[config.mk]
export PLATFORM = sky130hd
export DESIGN_NAME = dff_ram_4x72_arbiter_flat
export DESIGN_NICKNAME = d
export VERILOG_FILES = /design/src/rtl/dff_ram_4x72_arbiter_if.sv /design/src/rtl/dff_ram_4x72_arbiter.sv /design/src/flat_wrapper.sv
export SDC_FILE = /design/constraint.sdc
export NUM_CORES = 1
export LEC_CHECK = 0
export ABC_AREA = 1
export BUFFER_PORTS_ARGS = -buffer_cell sky130_fd_sc_hd__buf_2
export CORE_AREA = 2 2 177 179
export CTS_BUF_LIST = sky130_fd_sc_hd__clkbuf_16
export DETAILED_ROUTE_END_ITERATION = 10
export DIE_AREA = 0 0 179 181
export GPL_TIMING_DRIVEN = 0
export HOLD_SLACK_MARGIN = 0.06
export PLACE_DENSITY_LB_ADDON = 0.05
export SYNTH_ARGS = -nofsm -noshare
export SYNTH_HDL_FRONTEND = slang
export SYNTH_SLANG_ARGS = --single-unit
[constraint.sdc]
create_clock -name clk -period 10.4 [get_ports clk]
set_input_delay 2.08 -clock clk [delete_from_list [all_inputs] [get_ports clk]]
set_output_delay 2.08 -clock clk [all_outputs]
set_load 0.01 [all_outputs]
[src/rtl/dff_ram_4x72_arbiter_if.sv]
// Request/response and RAM-side bundle for the two-port dff_ram_4x72 arbiter.
// slave = arbiter side, master = requesters plus the RAM.
interface dff_ram_4x72_arbiter_if;
    logic        req_valid_0, req_valid_1;
    logic        req_ready_0, req_ready_1;
    logic        req_we_0, req_we_1;
    logic [1:0]  req_addr_0, req_addr_1;
    logic [71:0] req_wdata_0, req_wdata_1;
    logic        rsp_valid_0, rsp_valid_1;
    logic [71:0] rsp_rdata_0, rsp_rdata_1;
    logic        ram_en;
    logic        ram_wr;
    logic [1:0]  ram_address;
    logic [71:0] ram_wdata;
    logic [71:0] ram_rdata;

    modport slave (
        input  req_valid_0, req_valid_1, req_we_0, req_we_1,
        input  req_addr_0, req_addr_1, req_wdata_0, req_wdata_1,
        output req_ready_0, req_ready_1,
        output rsp_valid_0, rsp_valid_1, rsp_rdata_0, rsp_rdata_1,
        output ram_en, ram_wr, ram_address, ram_wdata,
        input  ram_rdata
    );

    modport master (
        output req_valid_0, req_valid_1, req_we_0, req_we_1,
        output req_addr_0, req_addr_1, req_wdata_0, req_wdata_1,
        input  req_ready_0, req_ready_1,
        input  rsp_valid_0, rsp_valid_1, rsp_rdata_0, rsp_rdata_1,
        input  ram_en, ram_wr, ram_address, ram_wdata,
        output ram_rdata
    );
endinterface

[src/rtl/dff_ram_4x72_arbiter.sv]
// Round-robin two-port arbiter/sequencer in front of a 4x72 registered-read RAM.
// Define DFF_RAM_ARB_INIT_EN to zero-fill the RAM after every reset.
module dff_ram_4x72_arbiter (
    input  logic                   clk,
    input  logic                   rst,
    dff_ram_4x72_arbiter_if.slave  bus
);
    localparam int NUM_PORTS = 2;
    localparam int DW        = 72;

    logic [NUM_PORTS-1:0]         req_valid, req_we;
    logic [NUM_PORTS-1:0][1:0]    req_addr;
    logic [NUM_PORTS-1:0][DW-1:0] req_wdata;

    assign req_valid = {bus.req_valid_1, bus.req_valid_0};
    assign req_we    = {bus.req_we_1, bus.req_we_0};
    assign req_addr  = {bus.req_addr_1, bus.req_addr_0};
    assign req_wdata = {bus.req_wdata_1, bus.req_wdata_0};

    logic run;
`ifdef DFF_RAM_ARB_INIT_EN
    typedef enum logic {S_INIT, S_RUN} state_e;
    state_e     state_q;
    logic [1:0] init_cnt_q;

    always_ff @(posedge clk or posedge rst) begin
        if (rst) begin
            state_q    <= S_INIT;
            init_cnt_q <= 2'd0;
        end else if (state_q == S_INIT) begin
            init_cnt_q <= init_cnt_q + 2'd1;
            if (init_cnt_q == 2'd3) state_q <= S_RUN;
        end
    end

    assign run = (state_q == S_RUN);
`else
    assign run = 1'b1;
`endif

    logic prio_q, prio_d;
    logic pend_v_q, pend_v_d;
    logic pend_port_q, pend_port_d;
    logic gnt_v, gnt_port;

    // Ready is forced low while rst is high, even though run is not yet meaningful.
    assign gnt_v    = run && !rst && (|req_valid);
    assign gnt_port = (&req_valid) ? prio_q : req_valid[1];

    assign bus.req_ready_0 = gnt_v && !gnt_port;
    assign bus.req_ready_1 = gnt_v &&  gnt_port;

    always_comb begin
        bus.ram_en      = 1'b1;
        bus.ram_wr      = 1'b1;
        bus.ram_address = 2'd0;
        bus.ram_wdata   = '0;
        if (!rst) begin
`ifdef DFF_RAM_ARB_INIT_EN
            if (state_q == S_INIT) begin
                bus.ram_en      = 1'b0;
                bus.ram_wr      = 1'b0;
                bus.ram_address = init_cnt_q;
            end
`endif
            if (gnt_v) begin
                bus.ram_en      = 1'b0;
                bus.ram_wr      = ~req_we[gnt_port];
                bus.ram_address = req_addr[gnt_port];
                bus.ram_wdata   = req_wdata[gnt_port];
            end
        end
    end

    assign prio_d      = gnt_v ? ~gnt_port : prio_q;
    assign pend_v_d    = gnt_v && !req_we[gnt_port];
    assign pend_port_d = gnt_port;

    logic [NUM_PORTS-1:0]         rsp_valid_q, rsp_valid_d;
    logic [NUM_PORTS-1:0][DW-1:0] rsp_rdata_q, rsp_rdata_d;

    // RAM read data is registered inside the RAM, so it lands one edge after accept.
    always_comb begin
        rsp_valid_d = '0;
        rsp_rdata_d = rsp_rdata_q;
        if (pend_v_q) begin
            rsp_valid_d[pend_port_q] = 1'b1;
            rsp_rdata_d[pend_port_q] = bus.ram_rdata;
        end
    end

    always_ff @(posedge clk or posedge rst) begin
        if (rst) begin
            prio_q      <= 1'b0;
            pend_v_q    <= 1'b0;
            pend_port_q <= 1'b0;
            rsp_valid_q <= '0;
            rsp_rdata_q <= '0;
        end else begin
            prio_q      <= prio_d;
            pend_v_q    <= pend_v_d;
            pend_port_q <= pend_port_d;
            rsp_valid_q <= rsp_valid_d;
            rsp_rdata_q <= rsp_rdata_d;
        end
    end

    assign bus.rsp_valid_0 = rsp_valid_q[0];
    assign bus.rsp_valid_1 = rsp_valid_q[1];
    assign bus.rsp_rdata_0 = rsp_rdata_q[0];
    assign bus.rsp_rdata_1 = rsp_rdata_q[1];
endmodule

[src/flat_wrapper.sv]
// flat-port wrapper written by rule: the top's interface ports become plain ports
module dff_ram_4x72_arbiter_flat 
  (clk, rst, bus_req_valid_0, bus_req_valid_1, bus_req_we_0, bus_req_we_1, bus_req_addr_0, bus_req_addr_1, bus_req_wdata_0, bus_req_wdata_1, bus_req_ready_0, bus_req_ready_1, bus_rsp_valid_0, bus_rsp_valid_1, bus_rsp_rdata_0, bus_rsp_rdata_1, bus_ram_en, bus_ram_wr, bus_ram_address, bus_ram_wdata, bus_ram_rdata);
  dff_ram_4x72_arbiter_if bus_i ();
  input  logic clk;
  input  logic rst;
  input wire logic [$bits(bus_i.req_valid_0)-1:0] bus_req_valid_0;
  input wire logic [$bits(bus_i.req_valid_1)-1:0] bus_req_valid_1;
  input wire logic [$bits(bus_i.req_we_0)-1:0] bus_req_we_0;
  input wire logic [$bits(bus_i.req_we_1)-1:0] bus_req_we_1;
  input wire logic [$bits(bus_i.req_addr_0)-1:0] bus_req_addr_0;
  input wire logic [$bits(bus_i.req_addr_1)-1:0] bus_req_addr_1;
  input wire logic [$bits(bus_i.req_wdata_0)-1:0] bus_req_wdata_0;
  input wire logic [$bits(bus_i.req_wdata_1)-1:0] bus_req_wdata_1;
  output wire logic [$bits(bus_i.req_ready_0)-1:0] bus_req_ready_0;
  output wire logic [$bits(bus_i.req_ready_1)-1:0] bus_req_ready_1;
  output wire logic [$bits(bus_i.rsp_valid_0)-1:0] bus_rsp_valid_0;
  output wire logic [$bits(bus_i.rsp_valid_1)-1:0] bus_rsp_valid_1;
  output wire logic [$bits(bus_i.rsp_rdata_0)-1:0] bus_rsp_rdata_0;
  output wire logic [$bits(bus_i.rsp_rdata_1)-1:0] bus_rsp_rdata_1;
  output wire logic [$bits(bus_i.ram_en)-1:0] bus_ram_en;
  output wire logic [$bits(bus_i.ram_wr)-1:0] bus_ram_wr;
  output wire logic [$bits(bus_i.ram_address)-1:0] bus_ram_address;
  output wire logic [$bits(bus_i.ram_wdata)-1:0] bus_ram_wdata;
  input wire logic [$bits(bus_i.ram_rdata)-1:0] bus_ram_rdata;
  assign bus_i.req_valid_0 = bus_req_valid_0;
  assign bus_i.req_valid_1 = bus_req_valid_1;
  assign bus_i.req_we_0 = bus_req_we_0;
  assign bus_i.req_we_1 = bus_req_we_1;
  assign bus_i.req_addr_0 = bus_req_addr_0;
  assign bus_i.req_addr_1 = bus_req_addr_1;
  assign bus_i.req_wdata_0 = bus_req_wdata_0;
  assign bus_i.req_wdata_1 = bus_req_wdata_1;
  assign bus_req_ready_0 = bus_i.req_ready_0;
  assign bus_req_ready_1 = bus_i.req_ready_1;
  assign bus_rsp_valid_0 = bus_i.rsp_valid_0;
  assign bus_rsp_valid_1 = bus_i.rsp_valid_1;
  assign bus_rsp_rdata_0 = bus_i.rsp_rdata_0;
  assign bus_rsp_rdata_1 = bus_i.rsp_rdata_1;
  assign bus_ram_en = bus_i.ram_en;
  assign bus_ram_wr = bus_i.ram_wr;
  assign bus_ram_address = bus_i.ram_address;
  assign bus_ram_wdata = bus_i.ram_wdata;
  assign bus_i.ram_rdata = bus_ram_rdata;
  dff_ram_4x72_arbiter u_core (.clk(clk), .rst(rst), .bus(bus_i));
endmodule
# After elaboration in Yosys (flattened, before gate mapping)

Index checks and enable logic that the tools add are counted.

Latch bits: 0
Memory bits (read-only): 0
Memories kept: 0
Bits of input ports: 226
Output and inout port bits: 224
Register bits after elaboration: 149
Bits in writable memories: 0

Reduce and logical (&&, ||, !) cells: 10
Div/mod/pow operators: 0
Shifts and indexed selects: 0
Bitwise operators: 2
$mul: 0
Mux-type cells: 21
Add/sub/neg operators: 0
Equality and inequality tests: 0
$lt $le $gt $ge: 3

Operators with widths:

| kind                 | number |
|---|---|
| $mux W72             | 5 |
| $bwmux W144          | 1 |
| $demux W72 S1        | 1 |
| $mux W2              | 5 |
| $mux W1              | 8 |
| $logic_and A1 B1 Y1  | 5 |
| $lt A1 B2 Y1 const B | 2 |
| $logic_not A1 Y1     | 3 |
| $not A1 Y1           | 2 |
| $reduce_and A2 Y1    | 1 |
| $reduce_or A2 Y1     | 1 |
| $demux W1 S1         | 1 |
| $ge A1 B1 Y1 const B | 1 |

# Longest topological paths before layout

Gate-level depths: netlist (run 1).

Word-level depth: 7
Gate-level depth with buffers: 8
Depth with buffers taken out: 6

# Worst setup path after synthesis (run 1)

OpenSTA, ideal clock, no wires.

Path kind: input -> output
Start point: in bus_req_valid_0
End point: out bus_ram_wdata[24]
Buffers on the path: 2
Cell stages on the path: 7
Arrival: 2,822 ps
Data required time: 8,320 ps
Path slack: 5,498 ps
Cell sequence: nand2_1 nand2_2 nor2_2 buf_4 buf_2 nand2_1 nand2_1

Cells in the longest elaborated chain, start to end: 6

RTL lines:

| what                                         | RTL line                   | RTL |
|---|---|---|
| start: declaration                           | flat_wrapper.sv:7          | `input wire logic [$bits(bus_i.req_valid_0)-1:0] bus_req_valid_0;` |
| $reduce_and A2 Y1                            | dff_ram_4x72_arbiter.sv:48 | `assign gnt_port = (&req_valid) ? prio_q : req_valid[1];` |
| $mux W1                                      | dff_ram_4x72_arbiter.sv:48 |  |
| $mux W72 (implied by the code) (2 in series) | dff_ram_4x72_arbiter.sv:70 | `bus.ram_wdata = req_wdata[gnt_port];` |
| $mux W72 (*)                                 | dff_ram_4x72_arbiter.sv:66 | `if (gnt_v) begin` |
| $mux W72 (*)                                 | dff_ram_4x72_arbiter.sv:58 | `if (!rst) begin` |
| end: declaration                             | flat_wrapper.sv:24         | `output wire logic [$bits(bus_i.ram_wdata)-1:0] bus_ram_wdata;` |

Every way passes the cells marked *; elsewhere a longest branch is shown, timed or not. The select of a mux whose other input is x is not followed.

# Final worst setup path (run 1)

Start point: in bus_req_valid_0
End point: out bus_ram_wdata[62]

The elaborated chain is that of the path after synthesis.

==> load_flow_metrics.sql, run 1 <==
INSERT INTO impl_metrics (metric_group, metric, value, unit) VALUES
('logic_synthesis', 'synth_cell_types', '18', ''),
('detailed_routing', 'detail_route.wl_per_cell', '18.0', 'um'),
('logic_synthesis', 'synth_fp_nets', '1034', ''),
('timing', 'rsz0062_at_grt', 'false', ''),
('worst_setup_path', 'maximum_cell_stage_delay_along_the_critical_path', '0.31', 'ns'),
('logic_synthesis', 'ys_seq_area_frac', '0.566', ''),
('cts', 'clk_transition_reported_paths', '0.07', 'ns'),
('worst_setup_path', 'critPathKind', 'in -> out', ''),
('timing', 'skew', '0.0152', 'ns'),
('power', 'design_power_total', '1.97', 'mW'),
('logic_synthesis', 'netlist_area', '6590', 'um2'),
('detailed_routing', 'route.vias.total', '7119', ''),
('worst_setup_path', 'cp_common_cell', 'sky130_fd_sc_hd__nand2_1', ''),
('cts', 'cts.sink_count', '149', ''),
('timing', 'max_clock_freq', '186', 'MHz'),
('floorplanning', 'io_pins', '450', ''),
('placement', 'place_congestion', '0.832', ''),
('worst_hold_path', 'worst_hold_path.endpoint', 'u_core.bus.rsp_rdata_0[15]', ''),
('timing', 'worst_slack', '5.02', 'ns'),
('worst_hold_path', 'hold_path.startpoint', 'u_core.bus.rsp_rdata_0[15]', ''),
('worst_setup_path', 'critical_path_buf_inv_count', '3', ''),
('timing', 'timing.slew.headroom', '0.620', ''),
('detailed_routing', 'initial_drc_count', '406', ''),
('placement', 'io_buffers', '449', ''),
('worst_setup_path', 'critPathTopFamily', 'simple AND/OR/NAND/NOR gates', ''),
('power', 'pwr_density_cell', '198', 'nW/um2'),
('grt', 'wire_length_of_the_first_global_routing_pass', '45200', 'um'),
('cells_and_area', 'nNetsFinal', '1503', ''),
('floorplanning', 'die_width', '179', 'um'),
('cells_and_area', 'finalCoreUtilization', '0.328', ''),
('timing', 'setup_total_negative_slack', '0', 'ns'),
('cells_and_area', 'share_of_post_route_cells_with_drive_strength_above_1', '0.402', ''),
('cts', 'post_cts_buffers', '0', ''),
('cts', 'clock_tree.htree_level_count', '4', ''),
('worst_setup_path', 'endpoint_arrival_time_on_the_critical_path', '3.30', 'ns'),
('run_status', 'run_status', 'finished, final reports clean', ''),
('detailed_routing', 'drc_errors', '0', ''),
('logic_synthesis', 'yosysWarnings', '0', ''),
('grt', 'vias_in_the_first_global_route', '7437', ''),
('grt', 'number_of_antenna_violations_at_the_first_check_in_global_routing', '5', ''),
('floorplanning', 'core', '30300', 'um2'),
('floorplanning', 'design.die.area', '32400', 'um2'),
('cts', 'cts_resized', '0', ''),
('worst_setup_path', 'start_kind', 'primary input', ''),
('worst_setup_path', 'cp_data_required_time', '8.32', 'ns'),
('cts', 'clock-root-buffer', 'sky130_fd_sc_hd__clkbuf_16', ''),
('power', 'ir_drop', '0.103', 'mV'),
('grt', 'overflow', '0', ''),
('placement', 'hpwlAfterDp', '24400', 'um'),
('timing', 'final_number_of_setup_violating_endpoints', '0', ''),
('worst_setup_path', 'critical_path.slowest_cell', 'sky130_fd_sc_hd__clkbuf_1', ''),
('cts', 'insertion_delay', '0.42', 'ns'),
('logic_synthesis', 'yosys_register_bits', '149', ''),
('grt', 'grt_max_degree', '78', ''),
('logic_synthesis', 'synth_area_leader_cell', 'sky130_fd_sc_hd__dfrtp_1', ''),
('detailed_routing', 'drtPass1Iterations', '4', ''),
('worst_hold_path', 'hold-path-cell-count', '2', ''),
('worst_setup_path', 'r2r_start', 'u_core.pend_v_q', ''),
('worst_setup_path', 'worstPathCellList', 'buf_2, nand2_1, nand2_2, nor2_2, clkbuf_1, nand2_1, nand2_1, buf_2', ''),
('timing', 'finalCritPeriodShare', '0.518', ''),
('worst_hold_path', 'worstHoldPathType', 'reg -> reg', ''),
('logic_synthesis', 'yosys_top_cell_area_share', '0.566', ''),
('grt', 'grt_usage', '0.186', ''),
('floorplanning', 'die-height', '181', 'um'),
('timing', 'worst_slew_pin_slew', '0.570', 'ns'),
('timing', 'final-hold-violation-count', '0', ''),
('worst_setup_path', 'critPathCaptureType', 'primary output', ''),
('placement', 'numPlacedInstances', '1654', ''),
('cells_and_area', 'area_overhead_of_the_layout_relative_to_synthesis', '51.1', '%'),
('floorplanning', 'floorplan.rows', '64', ''),
('power', 'total_leakage_power', '5.87', 'nW');
-- synthesized netlist by cell type --
| library cell | instances |
|---|---|
| sky130_fd_sc_hd__o21ai_1 | 47 |
| sky130_fd_sc_hd__nand3_1 | 75 |
| sky130_fd_sc_hd__clkbuf_2 | 1 |
| sky130_fd_sc_hd__clkbuf_1 | 23 |
| sky130_fd_sc_hd__nand2_1 | 298 |
| sky130_fd_sc_hd__o21ai_2 | 3 |
| sky130_fd_sc_hd__buf_2 | 19 |
| sky130_fd_sc_hd__nor2_2 | 1 |
| sky130_fd_sc_hd__nor2_1 | 2 |
| sky130_fd_sc_hd__nor2_4 | 1 |
| sky130_fd_sc_hd__buf_4 | 5 |
| sky130_fd_sc_hd__nand2_2 | 1 |
| sky130_fd_sc_hd__o21ai_0 | 95 |
| sky130_fd_sc_hd__inv_1 | 80 |
| sky130_fd_sc_hd__or2_1 | 1 |
| sky130_fd_sc_hd__buf_6 | 6 |
| sky130_fd_sc_hd__buf_1 | 1 |
| sky130_fd_sc_hd__dfrtp_1 | 149 |
-- per-stage QoR --
| stage | hold slack (ns) | area, um2 |
|---|---|---|
| 2_1_floorplan | 0.505 | 6590 |
| 3_3_place_gp | 0.464 | 9340 |
| 5_1_grt | 0.496 | 9960 |
| 4_1_cts | 0.484 | 9960 |
| 6_report | 0.478 | 9960 |
| 3_5_place_dp | 0.467 | 9370 |
-- registers in the layout, summed over array words and instances (netlist names) --
name,flops
u_core.bus.rsp_rdata_1,72
u_core.pend_v_q,1
u_core.prio_q,1
u_core.pend_port_q,1
u_core.bus.rsp_rdata_0,72
u_core.rsp_valid_q,2
-- area by class of cell --
type	instances	area, um2
multi-input combinational	524	2270
inverter	80	308
buffer	55	295
fill	3412	20400
tap	396	495
clock inverter	15	160
timing repair buffer	450	2270
antenna	3	7.51
sequential	149	3730
clock buffer	17	425
-- routing by layer --
metal | routed length (um) | share of wire | global-route usage
met1 | 12500 | 0.41 | 0.224
met2 | 15300 | 0.50 | 0.330
met3 | 1950 | 0.064 | 0.0429
met4 | 642 | 0.021 | 0.0507
met5 | 10 | 0.00033 | 0
-- layout by cell type (no fill, tap or decap), types with 5 or more instances in the layout --
cell,n
sky130_fd_sc_hd__o21ai_0,95
sky130_fd_sc_hd__inv_8,8
sky130_fd_sc_hd__o21ai_1,47
sky130_fd_sc_hd__clkbuf_1,23
sky130_fd_sc_hd__nand3_1,75
sky130_fd_sc_hd__buf_2,468
sky130_fd_sc_hd__inv_1,79
sky130_fd_sc_hd__buf_6,6
sky130_fd_sc_hd__buf_4,5
sky130_fd_sc_hd__clkbuf_16,17
sky130_fd_sc_hd__nand2_1,298
sky130_fd_sc_hd__dfrtp_1,149
-- kinds of logic after synthesis --
group           count (synthesis)  synth area share
simple gates                  379             0.232
flops                         149             0.566
buf+inv                       135            0.0903
compound gates                145             0.112
-- power breakdown --
group	internal (mW)	switching, mW	leakage, nW
clock network	0.343	0.285	0.289
logic	0.224	0.328	3.75
registers	0.722	0.0702	1.83
-- how the worst max path moves through the flow --
stage,startpoint,to,slack [ns]
2_1_floorplan,rst,u_core.bus.rsp_rdata_0[0],4.31
3_3_place_gp,rst,u_core.bus.rsp_rdata_1[62],1.80
3_5_place_dp,bus_req_valid_0,bus_ram_wdata[54],5.00
4_1_cts,bus_req_valid_0,bus_ram_wdata[57],5.00
5_1_grt,bus_req_valid_0,bus_ram_wdata[24],4.90
6_report,bus_req_valid_0,bus_ram_wdata[62],5.02
-- tightest hold or removal path, stage by stage, from the launching register on --
cell                      delay, ns
sky130_fd_sc_hd__dfrtp_1       0.34
sky130_fd_sc_hd__nand2_1       0.05
sky130_fd_sc_hd__o21ai_0       0.05
Power figures use the tool's default switching activity.
==> run 2: changes to the inputs <==
ABC_AREA = 0   (was 1)
CORE_AREA = 2 2 173 175   (was 2 2 177 179)
DIE_AREA = 0 0 175 177   (was 0 0 179 181)
clock period = 4.7 ns   (was 10.4 ns; I/O delays follow)
==> run 2 against run 1 <==
Against the previous run: global-route usage down 1.4 points; sequential power is 140% higher; synthesized cell count decreased by 27%; clock power is 83% higher; flip-flop and latch count did not move; final cell count decreased by 13%; die area decreased by 4.4%; largest power group unchanged.
==> load_flow_metrics.sql, run 2 <==
INSERT INTO impl_metrics (metric_group, metric, value, unit) VALUES
('cts', 'post_cts_buffers', '0', ''),
('cts', 'max-clock-path-buffers', '2', ''),
('worst_setup_path', 'start_kind', 'primary input', ''),
('timing', 'finalCritPeriodShare', '0.666', ''),
('cts', 'clk_transition_reported_paths', '0.05', 'ns'),
('timing', 'period_minus_slack', '3.13', 'ns'),
('timing', 'worst_slew_pin_slew', '0.783', 'ns'),
('placement', 'hpwlAfterDp', '21800', 'um'),
('logic_synthesis', 'async_reset_ff_frac', '1.00', ''),
('grt', 'vias_in_the_first_global_route', '6841', ''),
('placement', 'io_buffers', '448', ''),
('cells_and_area', 'finalCoreUtilization', '0.387', ''),
('logic_synthesis', 'netlist_area', '7980', 'um2'),
('power', 'pwr_density_cell', '421', 'nW/um2'),
('grt', 'grt_max_degree', '39', ''),
('timing', 'skew', '0.00873', 'ns'),
('timing', 'rsz0062_at_grt', 'false', ''),
('floorplanning', 'die_width', '175', 'um'),
('worst_setup_path', 'regToRegSetupSlack', '3.25', 'ns'),
('detailed_routing', 'drc_errors', '0', ''),
('grt', 'wire_length_of_the_first_global_routing_pass', '40800', 'um'),
('logic_synthesis', 'synth_cell_types', '26', ''),
('timing', 'drv_slew', '0', ''),
('timing', 'final_number_of_setup_violating_endpoints', '0', ''),
('detailed_routing', 'viasPerCell', '4.45', ''),
('worst_setup_path', 'critPathCaptureType', 'primary output', ''),
('cells_and_area', 'fill_cell_total_of_the_finished_layout', '3027', ''),
('cts', 'cts.sink_count', '149', ''),
('cells_and_area', 'fin_cells', '1470', ''),
('run', 'maxCapViolations', '0', ''),
('worst_setup_path', 'r2r_start', 'u_core.pend_v_q', ''),
('floorplanning', 'core', '29200', 'um2'),
('logic_synthesis', 'simple_gate_share_of_the_synthesized_area', '0.126', ''),
('cts', 'insertion_delay', '0.43', 'ns'),
('cts', 'cts_resized', '0', ''),
('logic_synthesis', 'synth_top_family_by_area', 'multiplexers', ''),
('logic_synthesis', 'synth_compound_gate_area_share', '0.129', ''),
('logic_synthesis', 'ys_seq_area_frac', '0.467', ''),
('power', 'ir_drop', '0.185', 'mV'),
('worst_setup_path', 'endpoint_arrival_time_on_the_critical_path', '2.19', 'ns'),
('cells_and_area', 'nNetsFinal', '1290', ''),
('logic_synthesis', 'yosysWarnings', '0', ''),
('logic_synthesis', 'synth_fp_nets', '819', ''),
('logic_synthesis', 'synth_xor_xnor_area_share', '0', ''),
('logic_synthesis', 'synth_edf_count', '0', ''),
('cts', 'clock-root-buffer', 'sky130_fd_sc_hd__clkbuf_16', ''),
('run_status', 'run_status', 'finished, final reports clean', ''),
('worst_setup_path', 'timing.critical_path.fanout_max', '10', ''),
('logic_synthesis', 'synthMuxAreaShare', '0.226', ''),
('logic_synthesis', 'post-synth-top-count-cell', 'sky130_fd_sc_hd__nand2b_1', ''),
('timing', 'timing.slew.headroom', '0.478', ''),
('worst_hold_path', 'hold_path.startpoint', 'u_core.bus.rsp_rdata_0[50]', ''),
('worst_hold_path', 'hold-path-cell-count', '1', ''),
('worst_setup_path', 'r2r.worst_path.cells', '5', ''),
('floorplanning', 'design.die.area', '31000', 'um2'),
('worst_hold_path', 'worst_hold_path.endpoint', 'u_core.bus.rsp_rdata_0[50]', ''),
('detailed_routing', 'drt.antenna.violating_nets', '0', ''),
('logic_synthesis', 'synth-main-ff-cell', 'sky130_fd_sc_hd__dfrtp_1', ''),
('worst_setup_path', 'timing.rr.end', 'u_core.bus.rsp_rdata_1[13]', ''),
('logic_synthesis', 'synthesis.area_per_instance', '13.5', 'um2'),
('logic_synthesis', 'yosys_register_bits', '149', ''),
('grt', 'overflow', '0', ''),
('detailed_routing', 'detail_route.wl_per_cell', '18.5', 'um'),
('detailed_routing', 'finalWirelength', '27200', 'um'),
('power', 'total_leakage_power', '5.49', 'nW'),
('detailed_routing', 'initial_drc_count', '168', ''),
('logic_synthesis', 'synth-adder-area-share', '0', ''),
('cells_and_area', 'mostFrequentLayoutCell', 'sky130_fd_sc_hd__buf_2', ''),
('grt', 'number_of_antenna_violations_at_the_first_check_in_global_routing', '6', ''),
('grt', 'grt_usage', '0.173', ''),
('detailed_routing', 'route.vias.total', '6548', ''),
('logic_synthesis', 'post_synth_most_frequent_cells', '150 x sky130_fd_sc_hd__nand2b_1, 149 x sky130_fd_sc_hd__dfrtp_1, 92 x sky130_fd_sc_hd__mux2_2, 49 x sky130_fd_sc_hd__mux2_4, 44 x sky130_fd_sc_hd__o32ai_2', ''),
('floorplanning', 'starting_density', '0.273', ''),
('placement', 'numPlacedInstances', '1435', ''),
('floorplanning', 'io_pins', '450', ''),
('logic_synthesis', 'synthesis.instances', '593', ''),
('placement', 'place_congestion', '0.756', ''),
('timing', 'final-hold-violation-count', '0', ''),
('cells_and_area', 'mostFrequentLayoutCells', '456 x sky130_fd_sc_hd__buf_2, 150 x sky130_fd_sc_hd__nand2b_1, 149 x sky130_fd_sc_hd__dfrtp_1', ''),
('floorplanning', 'die-height', '177', 'um'),
('worst_hold_path', 'worstHoldPathType', 'reg -> reg', ''),
('worst_setup_path', 'critPathKind', 'in -> out', ''),
('floorplanning', 'floorplan.rows', '63', ''),
('logic_synthesis', 'yosys_top_cell_area_share', '0.467', ''),
('logic_synthesis', 'post_synth_main_area_contributors', 'sky130_fd_sc_hd__dfrtp_1 47%, sky130_fd_sc_hd__mux2_2 13%, sky130_fd_sc_hd__nand2b_1 12%', ''),
('cts', 'postCtsHoldBufs', '0', ''),
('detailed_routing', 'drtPass1Iterations', '4', ''),
('logic_synthesis', 'synth_area_leader_cell', 'sky130_fd_sc_hd__dfrtp_1', ''),
('cts', 'cts-buffers-inserted', '17', ''),
('cells_and_area', 'area_overhead_of_the_layout_relative_to_synthesis', '41.6', '%'),
('cts', 'clock_tree.htree_level_count', '4', ''),
('cells_and_area', 'share_of_post_route_cells_with_drive_strength_above_1', '0.653', ''),
('worst_setup_path', 'cp_data_required_time', '3.76', 'ns'),
('timing', 'max_clock_freq', '319', 'MHz'),
('cts', 'tritoncts_clock_tree', 'yes', '');
-- run 2: worst max path at each step --
stage                               start                end  slack (ns)  depth (start not counted)
after CTS                 bus_req_valid_1  bus_ram_wdata[49]        1.52                          5
after floorplan                       rst         bus_ram_en       -0.12                          4
after global placement                rst         bus_ram_en       -1.28                          5
after detailed placement  bus_req_valid_1  bus_ram_wdata[49]        1.53                          5
final                     bus_req_valid_1  bus_ram_wdata[49]        1.57                          5
after global routing      bus_req_valid_1  bus_ram_wdata[49]        1.48                          5
-- run 2: through the flow --
step | power, mW | setup WS (ns) | area [um2] | hold slack, ns | setup TNS [ns]
CTS | 4.85 | 1.52 | 11300 | 0.485 | 0
floorplan | 2.86 | -0.123 | 8000 | 0.517 | -0.123
global route | 5.04 | 1.48 | 11300 | 0.506 | 0
detailed placement | 3.66 | 1.53 | 10800 | 0.472 | 0
global placement | 3.65 | -1.28 | 10700 | 0.468 | -1.79
finish | 4.76 | 1.57 | 11300 | 0.482 | 0
-- run 2: metal layers --
metal / routed length, um / GRT usage / vias to the layer above / share of wire
met4: 302 / 0.0524 / 4 / 0.011
li1: - / - / 3083 / -
met2: 14200 / 0.308 / 268 / 0.52
met1: 10600 / 0.197 / 3171 / 0.39
met3: 2080 / 0.0548 / 22 / 0.076
met5: 25 / 0 / - / 0.00092
-- run 2: report_power, final --
group | internal [mW] | switching, mW | leakage [nW]
Combinational | 0.891 | 0.834 | 3.48
Clock | 0.646 | 0.504 | 0.254
Sequential | 1.70 | 0.188 | 1.76
-- run 2: cell families (layout without fill, tap and decap cells) --
group	after synthesis	after routing
other	0	5
AO/OA/AOI/OAI	80	80
multiplexers	144	144
buffers and inverters	60	542
flip-flops	149	149
AND/OR/NAND/NOR	160	160
-- run 2: worst max-delay path: stages --
cell and delay [ns]:
sky130_fd_sc_hd__buf_2 0.15, sky130_fd_sc_hd__inv_2 0.11, sky130_fd_sc_hd__clkbuf_1 0.61, sky130_fd_sc_hd__o32ai_2 0.19, sky130_fd_sc_hd__buf_2 0.18
-- run 2: area by class of cell --
type | instances | area, um2 | share of cell area
antenna | 5 | 12.5 | 0.00111
buffer | 56 | 419 | 0.0371
clock buffer | 17 | 425 | 0.0376
clock inverter | 13 | 56.3 | 0.00498
inverter | 4 | 18.8 | 0.00166
multi-input combinational | 384 | 3840 | 0.339
sequential | 149 | 3730 | 0.330
tap | 390 | 488 | 0.0432
timing repair buffer | 452 | 2320 | 0.205
==> run 3: changes to the inputs <==
clock period = 3 ns   (was 4.7 ns; I/O delays follow)
==> run 3 against run 2 <==
Against the previous run: clock-buffer cell count did not move; non-clock buffer count stayed put; wire length rose by 1.8%; via count is essentially flat; flip-flop and latch count unchanged; critical path type unchanged; highest routed layer is now met4.
==> load_flow_metrics.sql, run 3 (synthesis results as in run 2) <==
INSERT INTO impl_metrics (metric_group, metric, value, unit) VALUES
('run_status', 'run_status', 'finished, final reports clean', ''),
('grt', 'grt_usage', '0.175', ''),
('cts', 'post_cts_buffers', '0', ''),
('grt', 'number_of_antenna_violations_at_the_first_check_in_global_routing', '3', ''),
('worst_setup_path', 'critPathKind', 'in -> out', ''),
('placement', 'place_ws', '0.145', 'ns'),
('floorplanning', 'die_width', '175', 'um'),
('detailed_routing', 'initial_drc_count', '193', ''),
('timing', 'worst_slack', '0.543', 'ns'),
('grt', 'global_routing_usage_on_met2', '0.307', ''),
('power', 'design_power_total', '7.86', 'mW'),
('worst_setup_path', 'endpoint_arrival_time_on_the_critical_path', '1.86', 'ns'),
('cts', 'cts_resized', '0', ''),
('timing', 'setup_total_negative_slack', '0', 'ns'),
('timing', 'timing.slew.headroom', '0.408', ''),
('placement', 'place_area', '10800', 'um2'),
('power', 'pwr_density_cell', '688', 'nW/um2'),
('cells_and_area', 'post-route-cell-area', '11400', 'um2'),
('cells_and_area', 'fill_cell_total_of_the_finished_layout', '2968', ''),
('cells_and_area', 'share_of_post_route_cells_with_drive_strength_above_1', '0.656', ''),
('worst_hold_path', 'worstHoldPathType', 'in -> async', ''),
('timing', 'period_minus_slack', '2.46', 'ns'),
('floorplanning', 'core', '29200', 'um2'),
('cts', 'tritoncts_clock_tree', 'yes', ''),
('timing', 'skew', '0.00403', 'ns'),
('grt', 'overflow', '0', ''),
('detailed_routing', 'drc_errors', '0', ''),
('detailed_routing', 'route.vias.total', '6549', ''),
('placement', 'hpwlAfterDp', '22000', 'um'),
('cts', 'clock_tree.htree_level_count', '4', ''),
('floorplanning', 'design.die.area', '31000', 'um2'),
('timing', 'worst_slew_pin_slew', '0.884', 'ns'),
('worst_setup_path', 'timing.critical_path.fanout_max', '10', ''),
('run', 'maxCapViolations', '0', ''),
('timing', 'hold_ws', '0.344', 'ns'),
('detailed_routing', 'drtPass1Iterations', '4', ''),
('placement', 'io_buffers', '448', ''),
('cts', 'cts-buffers-inserted', '17', ''),
('cells_and_area', 'mostFrequentLayoutCells', '456 x sky130_fd_sc_hd__buf_2, 150 x sky130_fd_sc_hd__nand2b_1, 149 x sky130_fd_sc_hd__dfrtp_1', ''),
('grt', 'grt_busiest_layer', 'met2', ''),
('detailed_routing', 'drt.antenna.violating_nets', '0', ''),
('detailed_routing', 'viasPerCell', '4.45', ''),
('cts', 'clock-root-buffer', 'sky130_fd_sc_hd__clkbuf_16', ''),
('timing', 'final_number_of_setup_violating_endpoints', '0', ''),
('grt', 'grt_max_degree', '39', ''),
('worst_setup_path', 'start_kind', 'primary input', ''),
('cts', 'postCtsHoldBufs', '0', ''),
('timing', 'max_clock_freq', '407', 'MHz'),
('cts', 'cts.sink_count', '149', ''),
('placement', 'place_congestion', '0.747', ''),
('detailed_routing', 'finalWirelength', '27700', 'um'),
('cells_and_area', 'multi_input_area', '3840', 'um2'),
('grt', 'grtUsageMet1', '0.201', ''),
('cts', 'insertion_delay', '0.42', 'ns'),
('floorplanning', 'floorplan.rows', '63', ''),
('timing', 'finalCritPeriodShare', '0.819', ''),
('worst_setup_path', 'critPathCaptureType', 'primary output', ''),
('floorplanning', 'die-height', '177', 'um'),
('grt', 'wire_length_of_the_first_global_routing_pass', '41300', 'um'),
('timing', 'drv_slew', '0', ''),
('timing', 'final-hold-violation-count', '0', ''),
('power', 'total_leakage_power', '5.53', 'nW'),
('cells_and_area', 'nNetsFinal', '1291', ''),
('floorplanning', 'starting_density', '0.273', ''),
('detailed_routing', 'detail_route.wl_per_cell', '18.8', 'um'),
('grt', 'vias_in_the_first_global_route', '6795', ''),
('power', 'ir_drop', '0.315', 'mV'),
('cells_and_area', 'area.sequential', '3730', 'um2'),
('cells_and_area', 'mostFrequentLayoutCell', 'sky130_fd_sc_hd__buf_2', ''),
('cts', 'max-clock-path-buffers', '2', ''),
('worst_setup_path', 'cp_data_required_time', '2.40', 'ns'),
('grt', 'global_route.usage.met3', '0.0539', ''),
('floorplanning', 'io_pins', '450', ''),
('timing', 'rsz0062_at_grt', 'false', ''),
('cells_and_area', 'area_overhead_of_the_layout_relative_to_synthesis', '43.1', '%'),
('cts', 'clk_transition_reported_paths', '0.06', 'ns');
==> run 3: cell count changes in the layout (fill, tap and decap cells not counted), sizes merged <==
cell	change
clkinv	-1
clkinvlp	+2
bufinv	+4
diode	-1
inv	-2
==> run 3: layer usage <==
metal  part of all wire  vias to the layer above  wire length (um)
met1               0.39                     3156             10800
met4              0.017                        0               479
li1                   -                     3088                 -
met5                  0                        -                 0
met2               0.51                      280             14100
met3              0.084                       25              2330
==> run 3: where the power goes <==
group / internal (mW) / leakage, nW / switching, mW / total (mW)
combinational: 1.40 / 3.48 / 1.31 / 2.71
clock: 1.37 / 0.296 / 0.825 / 2.19
sequential: 2.66 / 1.76 / 0.305 / 2.96
==> run 3: final timing paths <==
kind	from	slack (ns)	cells past startpoint	to
max	bus_req_valid_1	0.54	5	bus_ram_wdata[45]
min	rst	0.34	3	u_core.bus.rsp_rdata_1[52]
max reg2reg	u_core.pend_v_q	1.56	5	u_core.bus.rsp_rdata_1[13]
min reg2reg	u_core.bus.rsp_rdata_0[50]	0.49	1	u_core.bus.rsp_rdata_0[50]
max in group asynchronous	rst	1.86	5	u_core.rsp_valid_q[1]
min in group clk	bus_ram_rdata[57]	0.41	2	u_core.bus.rsp_rdata_0[57]
==> run 3: per-stage QoR <==
step,cells,utilization
finish,1472,0.391
CTS,1467,0.390
global route,1470,0.390
global placement,1431,0.367
detailed placement,1435,0.370
floorplan,593,-
==> run 3: area by class of cell <==
type,instances,share of cell area
inverters,4,0.00164
repair inverters,1,0.000438
clock buffers,17,0.0372
repair buffers,452,0.203
plain buffers,56,0.0367
multi-input cells,384,0.336
clock inverters,15,0.0150
well taps,390,0.0427
diodes,4,0.000876
flip-flops and latches,149,0.326
==> run 3: critical path, stage by stage <==
cell and delay [ns]:
sky130_fd_sc_hd__buf_2 0.14, sky130_fd_sc_hd__inv_2 0.11, sky130_fd_sc_hd__clkbuf_1 0.62, sky130_fd_sc_hd__o32ai_2 0.20, sky130_fd_sc_hd__buf_2 0.18
